<file path="src/rtl/pipe_hazard_sequencer_pkg.sv">
// Shared types for the pipeline hazard sequencer: FSM state encoding, control bundle and widths.
package pipe_hazard_sequencer_pkg;

  localparam int unsigned REG_ADDR_W = 5;
  localparam int unsigned WAIT_W     = 16;

  typedef enum logic [1:0] {
    ST_IDLE     = 2'd0,
    ST_RUN      = 2'd1,
    ST_MEM_WAIT = 2'd2,
    ST_HALT     = 2'd3
  } state_e;

  typedef struct packed {
    logic pc_write;
    logic ifid_write;
    logic noop;
    logic flush;
    logic stall;
  } pipe_ctrl_t;

  // IDLE/HALT keep the pipeline frozen and feed bubbles into ID.
  localparam pipe_ctrl_t CTRL_IDLE   = '{pc_write: 1'b0, ifid_write: 1'b0, noop: 1'b1, flush: 1'b0, stall: 1'b1};
  localparam pipe_ctrl_t CTRL_STALL  = '{pc_write: 1'b0, ifid_write: 1'b0, noop: 1'b0, flush: 1'b0, stall: 1'b1};
  localparam pipe_ctrl_t CTRL_BUBBLE = '{pc_write: 1'b0, ifid_write: 1'b0, noop: 1'b1, flush: 1'b0, stall: 1'b0};
  localparam pipe_ctrl_t CTRL_RUN    = '{pc_write: 1'b1, ifid_write: 1'b1, noop: 1'b0, flush: 1'b0, stall: 1'b0};

endpackage

</file>
<file path="src/rtl/pipe_hazard_sequencer_load_use_detect.sv">
// Combinational load-use compare between the load in EX and the source registers in ID.
module pipe_hazard_sequencer_load_use_detect
  import pipe_hazard_sequencer_pkg::*;
(
  input  logic [REG_ADDR_W-1:0] id_rs1_i,
  input  logic [REG_ADDR_W-1:0] id_rs2_i,
  input  logic [REG_ADDR_W-1:0] ex_rd_i,
  input  logic                  ex_mem_read_i,
  output logic                  hazard_c
);

  // x0 is hard-wired zero, so a load targeting it never creates a dependency.
  assign hazard_c = ex_mem_read_i && (ex_rd_i != '0) &&
                    ((ex_rd_i == id_rs1_i) || (ex_rd_i == id_rs2_i));

endmodule

</file>
<file path="src/rtl/pipe_hazard_sequencer.sv">
// Pipeline sequencer for the 5-stage RISC-V core: start-up, load-use bubbles, branch flush,
// data-memory wait stalls with timeout, and saturating stall/flush performance counters.
module pipe_hazard_sequencer
  import pipe_hazard_sequencer_pkg::*;
#(
  parameter int unsigned CNT_W       = 32,
  parameter int unsigned MEM_TIMEOUT = 64
) (
  input  logic                  clk_i,
  input  logic                  rst_i,
  input  logic                  start_i,
  input  logic [REG_ADDR_W-1:0] ID_rs1_i,
  input  logic [REG_ADDR_W-1:0] ID_rs2_i,
  input  logic [REG_ADDR_W-1:0] EX_rd_i,
  input  logic                  EX_MemRead_i,
  input  logic                  ID_Branch_i,
  input  logic                  ID_BrTaken_i,
  input  logic                  mem_req_i,
  input  logic                  mem_ack_i,
  output logic                  PCWrite_o,
  output logic                  IFIDWrite_o,
  output logic                  NoOp_o,
  output logic                  Flush_o,
  output logic                  Stall_o,
  output logic                  mem_err_o,
  output logic [CNT_W-1:0]      stall_cnt_o,
  output logic [CNT_W-1:0]      flush_cnt_o
);

  state_e              state_q, state_d;
  logic [WAIT_W-1:0]   wait_cnt_q, wait_cnt_d;
  logic                mem_err_q, mem_err_d;
  logic [CNT_W-1:0]    stall_cnt_q, stall_cnt_d;
  logic [CNT_W-1:0]    flush_cnt_q, flush_cnt_d;

  logic                memstall_c;
  logic                hazard_c;
  logic                stall_ev_c;
  pipe_ctrl_t          ctrl_c;

  assign memstall_c = mem_req_i && !mem_ack_i;

  pipe_hazard_sequencer_load_use_detect u_load_use_detect (
    .id_rs1_i      (ID_rs1_i),
    .id_rs2_i      (ID_rs2_i),
    .ex_rd_i       (EX_rd_i),
    .ex_mem_read_i (EX_MemRead_i),
    .hazard_c      (hazard_c)
  );

  // State, wait counter, error flag and performance counters.
  always_ff @(posedge clk_i or negedge rst_i) begin
    if (!rst_i) begin
      state_q     <= ST_IDLE;
      wait_cnt_q  <= '0;
      mem_err_q   <= 1'b0;
      stall_cnt_q <= '0;
      flush_cnt_q <= '0;
    end else begin
      state_q     <= state_d;
      wait_cnt_q  <= wait_cnt_d;
      mem_err_q   <= mem_err_d;
      stall_cnt_q <= stall_cnt_d;
      flush_cnt_q <= flush_cnt_d;
    end
  end

  // Next state; an ack in the timeout cycle still returns to RUN without error.
  always_comb begin
    state_d    = state_q;
    wait_cnt_d = wait_cnt_q;
    mem_err_d  = mem_err_q;
    case (state_q)
      ST_IDLE: begin
        if (start_i) state_d = ST_RUN;
      end
      ST_RUN: begin
        if (memstall_c) begin
          state_d    = ST_MEM_WAIT;
          wait_cnt_d = WAIT_W'(1);
        end
      end
      ST_MEM_WAIT: begin
        if (mem_ack_i) begin
          state_d    = ST_RUN;
          wait_cnt_d = '0;
        end else if (wait_cnt_q == WAIT_W'(MEM_TIMEOUT)) begin
          state_d   = ST_HALT;
          mem_err_d = 1'b1;
        end else begin
          wait_cnt_d = wait_cnt_q + WAIT_W'(1);
        end
      end
      ST_HALT: begin
        state_d = ST_HALT;
      end
      default: begin
        state_d = ST_IDLE;
      end
    endcase
  end

  // Output decode; in RUN the memory stall outranks load-use, which outranks the branch flush.
  always_comb begin
    ctrl_c = CTRL_IDLE;
    case (state_q)
      ST_RUN: begin
        if (memstall_c) begin
          ctrl_c = CTRL_STALL;
        end else if (hazard_c) begin
          ctrl_c = CTRL_BUBBLE;
        end else begin
          ctrl_c       = CTRL_RUN;
          ctrl_c.flush = ID_Branch_i && ID_BrTaken_i;
        end
      end
      ST_MEM_WAIT: ctrl_c = CTRL_STALL;
      default:     ctrl_c = CTRL_IDLE;
    endcase
  end

  // Saturating counters; IDLE/HALT decode is never counted.
  assign stall_ev_c = ((state_q == ST_RUN) || (state_q == ST_MEM_WAIT)) &&
                      (ctrl_c.stall || ctrl_c.noop);

  always_comb begin
    stall_cnt_d = stall_cnt_q;
    flush_cnt_d = flush_cnt_q;
    if (stall_ev_c && (stall_cnt_q != '1)) stall_cnt_d = stall_cnt_q + CNT_W'(1);
    if (ctrl_c.flush && (flush_cnt_q != '1)) flush_cnt_d = flush_cnt_q + CNT_W'(1);
  end

  assign PCWrite_o   = ctrl_c.pc_write;
  assign IFIDWrite_o = ctrl_c.ifid_write;
  assign NoOp_o      = ctrl_c.noop;
  assign Flush_o     = ctrl_c.flush;
  assign Stall_o     = ctrl_c.stall;
  assign mem_err_o   = mem_err_q;
  assign stall_cnt_o = stall_cnt_q;
  assign flush_cnt_o = flush_cnt_q;

endmodule

</file>
<file path="config.mk">
export PLATFORM = sky130hd
export DESIGN_NAME = pipe_hazard_sequencer
export DESIGN_NICKNAME = d
export VERILOG_FILES = /design/src/rtl/pipe_hazard_sequencer_pkg.sv /design/src/rtl/pipe_hazard_sequencer_load_use_detect.sv /design/src/rtl/pipe_hazard_sequencer.sv
export SDC_FILE = /design/constraint.sdc
export NUM_CORES = 1
export LEC_CHECK = 0
export ABC_AREA = 1
export CAP_MARGIN = 20
export CELL_PAD_IN_SITES_DETAIL_PLACEMENT = 1
export CELL_PAD_IN_SITES_GLOBAL_PLACEMENT = 1
export CORE_ASPECT_RATIO = 1.1
export CORE_MARGIN = 4
export CORE_UTILIZATION = 39
export DETAILED_ROUTE_END_ITERATION = 10
export HOLD_SLACK_MARGIN = 0.15
export PLACE_DENSITY_LB_ADDON = 0.08
export SLEW_MARGIN = 0
export SYNTH_ARGS = -nofsm -noshare
export SYNTH_HDL_FRONTEND = slang
export SYNTH_SLANG_ARGS = --single-unit
export TNS_END_PERCENT = 20
</file>
<file path="constraint.sdc">
create_clock -name clk_i -period 2.45 [get_ports clk_i]
set_clock_uncertainty 0.15 [all_clocks]
set_input_delay 0.3675 -clock clk_i [delete_from_list [all_inputs] [get_ports clk_i]]
set_output_delay 0.3675 -clock clk_i [all_outputs]
set_load 0.01 [all_outputs]
</file>
==> results of run 1 <==
## logic make-up after synthesis
family	Yosys count	share of synthesized area [%]
AND/OR/NAND/NOR	500	38.7
buffers and inverters	126	9.10
flip-flops	83	36.2
XOR/XNOR	63	9.62
AO/OA/AOI/OAI	50	4.43
adder cells (fa/ha/maj)	9	1.96
## cell type report
| type | instances | area, µm² |
|---|---|---|
| fillers | 1878 | 7200 |
| multi-input cells | 622 | 3140 |
| flip-flops and latches | 83 | 2080 |
| repair buffers | 116 | 1110 |
| inverters | 100 | 375 |
| well taps | 192 | 240 |
| clock buffers | 9 | 225 |
| clock inverters | 7 | 75.1 |
## flip-flops by register name, summed over array words and instances, names as in the netlist
register,count
flush_cnt_o,32
stall_cnt_o,32
wait_cnt_q,16
state_q,2
mem_err_o,1
## worst max-delay path, delay by kind of cell (launching register included)
family,cells,cell delay (ns)
adder cells (fa/ha/maj),1,0.20
buffers and inverters,5,0.52
flip-flops,1,0.42
AND/OR/NAND/NOR,2,0.30
## repair_timing
| item | 4_1_cts | 5_1_grt |
|---|---|---|
| resized for setup | 11 | 9 |
| endpoints found under the hold margin | 28 | 0 |
| pin swaps | 0 | 0 |
| hold buffers | 1 | 0 |
| setup endpoints to repair | 5 | 4 |
## synth_stat cells
| master | number |
|---|---|
| xnor2_1 | 26 |
| o21ai_0 | 27 |
| nor3_1 | 41 |
| nor4_1 | 4 |
| nand3_1 | 33 |
| clkbuf_1 | 6 |
| nand4_1 | 54 |
| nor2_1 | 77 |
| buf_4 | 7 |
| dfrtp_1 | 83 |
| buf_2 | 12 |
| o21ai_1 | 19 |
| ha_1 | 9 |
| nand2_1 | 270 |
| xor2_1 | 37 |
| nor3_2 | 4 |
| buf_6 | 1 |
| nor4_2 | 1 |
| o22ai_1 | 1 |
| nand4_2 | 1 |
| nand2_2 | 1 |
| nand3_2 | 3 |
| o211ai_1 | 1 |
| a21oi_1 | 2 |
| inv_1 | 88 |
| nor3b_1 | 2 |
| nor2_2 | 2 |
| inv_2 | 12 |
| nand3b_1 | 7 |
## final timing paths
check / slack (ns) / end / cells after the start
max in group asynchronous: 1.16 / stall_cnt_o[1] / 3
worst min-delay path: 0.32 / mem_err_o / 2
worst min register to register: 0.32 / mem_err_o / 2
min in group asynchronous: 0.35 / wait_cnt_q[10] / 2
worst max-delay path: 0.14 / PCWrite_o / 8
worst max register to register: 0.24 / flush_cnt_o[23] / 11
## metal layers
metal | global-route usage, % | vias to the layer above | routed length [µm]
met1 | 28.5 | 2928 | 7960
met5 | 0 | - | 0
met2 | 41.2 | 96 | 9500
li1 | - | 2867 | -
met4 | 8.98 | 0 | 501
met3 | 3.17 | 31 | 468
## power groups by stage
| stage | Clock (mW) | Sequential [mW] | Combinational, mW |
|---|---|---|---|
| 2_1_floorplan | 0 | 1.64 | 1.25 |
| 3_3_place_gp | 0 | 1.63 | 2.03 |
| 5_1_grt | 1.52 | 1.63 | 2.30 |
| 4_1_cts | 1.46 | 1.61 | 2.07 |
| 3_5_place_dp | 0 | 1.64 | 2.10 |
| 6_report | 1.43 | 1.61 | 2.06 |
## metrics by stage
| step | total power, mW | setup slack (ns) | instances |
|---|---|---|---|
| after floorplan | 2.89 | 0.428 | 831 |
| after global placement | 3.66 | -0.254 | 1112 |
| after detailed placement | 3.74 | -0.314 | 1112 |
| after CTS | 5.15 | 0.0000235 | 1129 |
| after global routing | 5.45 | 0.000669 | 1129 |
| final | 5.10 | 0.142 | 1129 |
==> results.json, run 1 <==
{
  "worstPathArrival_ns": 1.79,
  "final-setup-viol-count": 0,
  "start_util_pct": 39.7,
  "slowest_delay_ns": 0.42,
  "final_common_cell": "nand2_1",
  "seq_power_share_pct": 31.6,
  "power_density_mw_per_mm2": 703,
  "critPathLaunch": "state_q[1]",
  "period_share_pct": 94.2,
  "final_cell_mix": "nand2_1, inv_1, dfrtp_1, clkdlybuf4s50_1, nor2_1",
  "crit_chain": "inv_1 -> ha_1 -> inv_1 -> nor2_2 -> inv_2 -> buf_4 -> nor2_1 -> clkbuf_2",
  "drcViolationCount": 0,
  "cpMostUsedCell": "inv_1",
  "cts_tree": "yes",
  "via_per_inst": 5.25,
  "numCtsBuffers": 9,
  "slew_headroom_pct": 61.7,
  "clk_pin_slew_worst_paths_ns": 0.07,
  "seq_area_frac_synth_pct": 36.2,
  "wirelength_um": 18400,
  "post_dp_cell_area_mm2": 0.00696,
  "critPathLaunchType": "register",
  "worst_slew_pin_slew_ns": 0.570,
  "hold_violations": 0,
  "synth_nets": 863,
  "place.gp.congestion": 0.914,
  "setup.worst_path.end_class": "output port",
  "period_needed_ns": 2.31,
  "netlist_instances": 831,
  "wl_per_cell_um": 16.3,
  "diodes": 0,
  "vdd_drop_max_uv": 376,
  "num_rows": 46,
  "drt_first_pass_iters": 4,
  "p_leak_nw": 3.21,
  "core_area_mm2": 0.0144,
  "maxSlewViolCount": 0,
  "critical_path.max_fanout": 4,
  "fp.dieArea_mm2": 0.0167,
  "path_class": "register to output port",
  "status": "complete, no violations",
  "portBuffers": 92,
  "min_from": "mem_err_o",
  "post-route-util_pct": 50.2,
  "grt_first_pass_wirelength_um": 31300,
  "hold_path.class": "register to register",
  "grt_max_degree": 63,
  "cap_violations": 0,
  "die_w_um": 124,
  "rsz0062_at_grt": "false",
  "critical_path_required_ns": 1.93,
  "p_sw_share_pct": 41.1,
  "worstSkewPairLatency_ns": 0.35,
  "ys_types": 29,
  "vias": 5922,
  "drt_iter0_markers": 263,
  "reg2reg_from": "flush_cnt_o[1]",
  "synth_warnings": 0,
  "fin_area_mm2": 0.00725,
  "htreeDepth": 3,
  "synth.area.top_cells": "dfrtp_1, nand2_1, nand4_1, inv_1, xor2_1",
  "synth_area_per_cell_um2": 6.90,
  "overflow": 0,
  "p_sw_mw": 2.10,
  "root_buffer": "clkbuf_16",
  "area_growth_pct": 26.4,
  "syn-cell-area_mm2": 0.00573,
  "synth_top_area_share_pct": 36.2,
  "grt_pass1_vias": 6363,
  "ant_nets": 0,
  "fp.dieH_um": 135,
  "cts_sinks": 83,
  "fmax_mhz": 433,
  "tns_ns": 0,
  "cts_buffer_depth": 2,
  "hpwl_um": 14000,
  "nets": 964,
  "ys_ff_latch": 83,
  "cpMaxStageDelayCell": "dfrtp_1",
  "synth_top_area_cell": "dfrtp_1",
  "cts_setup_buffers": 0,
  "drive_gt1_share_pct": 7.47,
  "antenna_found_initial": 0,
  "ios": 93,
  "grt.total_usage_pct": 23.3,
  "hold_ws_ns": 0.323,
  "pwr-share-comb_pct": 40.4,
  "pwr-share-clk_pct": 28.0,
  "power.internal_mw": 3.00
}
Note: power is estimated with default switching activity, not from simulation.
==> run 2, diff against run 1 <==
- GPL_ROUTABILITY_DRIVEN: unset -> 0
==> results of run 2 <==
No change in the layout: final DEF, timing and power equal those of run 1.
==> run 3, diff against run 2 <==
- CORE_UTILIZATION: 39 -> 42
- clock period: 2.45 -> 2.9 ns (I/O delays scaled with it)
==> results.json, run 3 (synthesized netlist as in run 1, its figures left out) <==
{
  "grt_max_degree": 63,
  "nets": 951,
  "drcViolationCount": 0,
  "p_sw_share_pct": 41.1,
  "hold_violations": 0,
  "wl_per_cell_um": 16.7,
  "nFillCells": 1705,
  "ant_nets": 0,
  "finalWorstSetupSlack_ns": 0.204,
  "period_share_pct": 93.0,
  "worst_slew_pin_slew_ns": 0.688,
  "setup.worst_path.end_class": "output port",
  "fin_total_pwr_mw": 4.22,
  "num_rows": 44,
  "vdd_drop_max_uv": 377,
  "core_area_mm2": 0.0133,
  "ios": 93,
  "power.internal_mw": 2.48,
  "crit_path_end": "Flush_o",
  "hpwl_um": 13600,
  "root_buffer": "clkbuf_16",
  "fp.dieArea_mm2": 0.0156,
  "p_sw_mw": 1.73,
  "p_leak_nw": 3.18,
  "cts_sinks": 83,
  "final_common_cell": "nand2_1",
  "fp.dieH_um": 131,
  "reg2reg_from": "stall_cnt_o[0]",
  "rsz0062_at_grt": "false",
  "status": "complete, no violations",
  "power_density_mw_per_mm2": 589,
  "grt.total_usage_pct": 24.3,
  "slew_headroom_pct": 54.2,
  "critPathLaunchType": "input port",
  "path_class": "input port to output port",
  "worstPathArrival_ns": 2.11,
  "critical_path_required_ns": 2.32,
  "grt_first_pass_wirelength_um": 30800,
  "pwr-share-comb_pct": 39.6,
  "start_util_pct": 43.2,
  "worstSkewPairLatency_ns": 0.34,
  "pwr-share-clk_pct": 27.9,
  "drt_first_pass_iters": 5,
  "numCtsBuffers": 9,
  "grt_pass1_vias": 6268,
  "cts_buffer_depth": 2,
  "period_needed_ns": 2.70,
  "fin_area_mm2": 0.00716,
  "die_w_um": 119,
  "area_growth_pct": 24.9,
  "post_dp_cell_area_mm2": 0.00685,
  "cts_tree": "yes",
  "maxSlewViolCount": 0,
  "final-setup-viol-count": 0,
  "fmax_mhz": 371,
  "critPathLaunch": "EX_rd_i[3]",
  "diodes": 0,
  "via_per_inst": 5.36,
  "cap_violations": 0,
  "hold_path.class": "register to register",
  "drive_gt1_share_pct": 5.31,
  "htreeDepth": 3,
  "clk_pin_slew_worst_paths_ns": 0.06,
  "final_cell_mix": "nand2_1, inv_1, clkdlybuf4s50_1",
  "seq_power_share_pct": 32.5,
  "tns_ns": 0,
  "vias": 5932,
  "reg2regPathDepth": 12,
  "r2r_end": "stall_cnt_o[20]",
  "place_ws_ns": -0.0857,
  "antenna_found_initial": 0,
  "post-route-util_pct": 54.0,
  "ff2ff_setup_slack_ns": 0.48,
  "overflow": 0,
  "portBuffers": 92,
  "cts_setup_buffers": 0,
  "drt_iter0_markers": 341,
  "critical_path.max_fanout": 3,
  "wirelength_um": 18400
}
## run 3: cell types whose count changed in the layout (fill, tap and decap cells not counted), sizes merged
cell,delta
inv,-2
clkbuf,-2
clkdlybuf4s50,+4
clkinvlp,+1
clkinv,-2
buf,-13
dlygate4sd2,-3
dlymetal6s2s,+3
## run 3: final cells by class
cell class | count | area [µm²] | share of cell area, %
Timing Repair Buffer | 103 | 1050 | 14.6
Clock inverter | 4 | 51.3 | 0.717
Clock buffer | 11 | 243 | 3.39
Inverter | 100 | 375 | 5.24
Sequential cell | 83 | 2080 | 29.0
Multi-Input combinational cell | 622 | 3140 | 43.8
Tap cell | 184 | 230 | 3.22
## run 3: worst max-delay path, cell delays in order
cell	delay, ns
clkdlybuf4s50_1	0.49
inv_2	0.09
nand4_1	0.10
o21ai_0	0.19
inv_1	0.06
nand2_1	0.12
nand2_1	0.09
nor3_1	0.21
dlygate4sd2_1	0.32
## run 3: through the flow
step | hold slack (ns) | cells
floorplan | -0.0106 | 831
global route | 0.338 | 1107
detailed placement | 0.311 | 1091
global placement | 0.297 | 1091
CTS | 0.325 | 1107
finish | 0.320 | 1107
## run 3: worst min-delay path by stage
| stage | cells after the start | slack (ns) | end | from |
|---|---|---|---|---|
| 2_1_floorplan | 0 | -0.01 | flush_cnt_o[0] | rst_i |
| 3_3_place_gp | 2 | 0.30 | mem_err_o | mem_err_o |
| 3_5_place_dp | 2 | 0.31 | mem_err_o | mem_err_o |
| 4_1_cts | 2 | 0.33 | mem_err_o | mem_err_o |
| 5_1_grt | 2 | 0.34 | mem_err_o | mem_err_o |
| 6_report | 2 | 0.32 | mem_err_o | mem_err_o |
## run 3: power groups by stage
stage          Clock, mW  Sequential (mW)  Combinational [mW]
2_1_floorplan          0             1.38                1.06
3_3_place_gp           0             1.38                1.61
3_5_place_dp           0             1.39                1.68
4_1_cts             1.19             1.37                1.69
5_1_grt             1.24             1.39                1.86
6_report            1.17             1.37                1.67
## run 3: repair_timing
item,in CTS,in global routing
hold buffers,1,0
resized for setup,1,3
pin swaps,0,0
hold endpoints to repair,47,0
setup endpoints to repair,1,3
## run 3: metal layers
metal | share of wire (%) | routed length [µm] | vias to the layer above | GRT usage (%)
met5 | 0 | 0 | - | 0
met4 | 3.1 | 580 | 0 | 10.4
met3 | 2.5 | 461 | 37 | 3.01
met2 | 51 | 9480 | 114 | 44.3
met1 | 43 | 7920 | 2942 | 29.2
li1 | - | - | 2839 | -
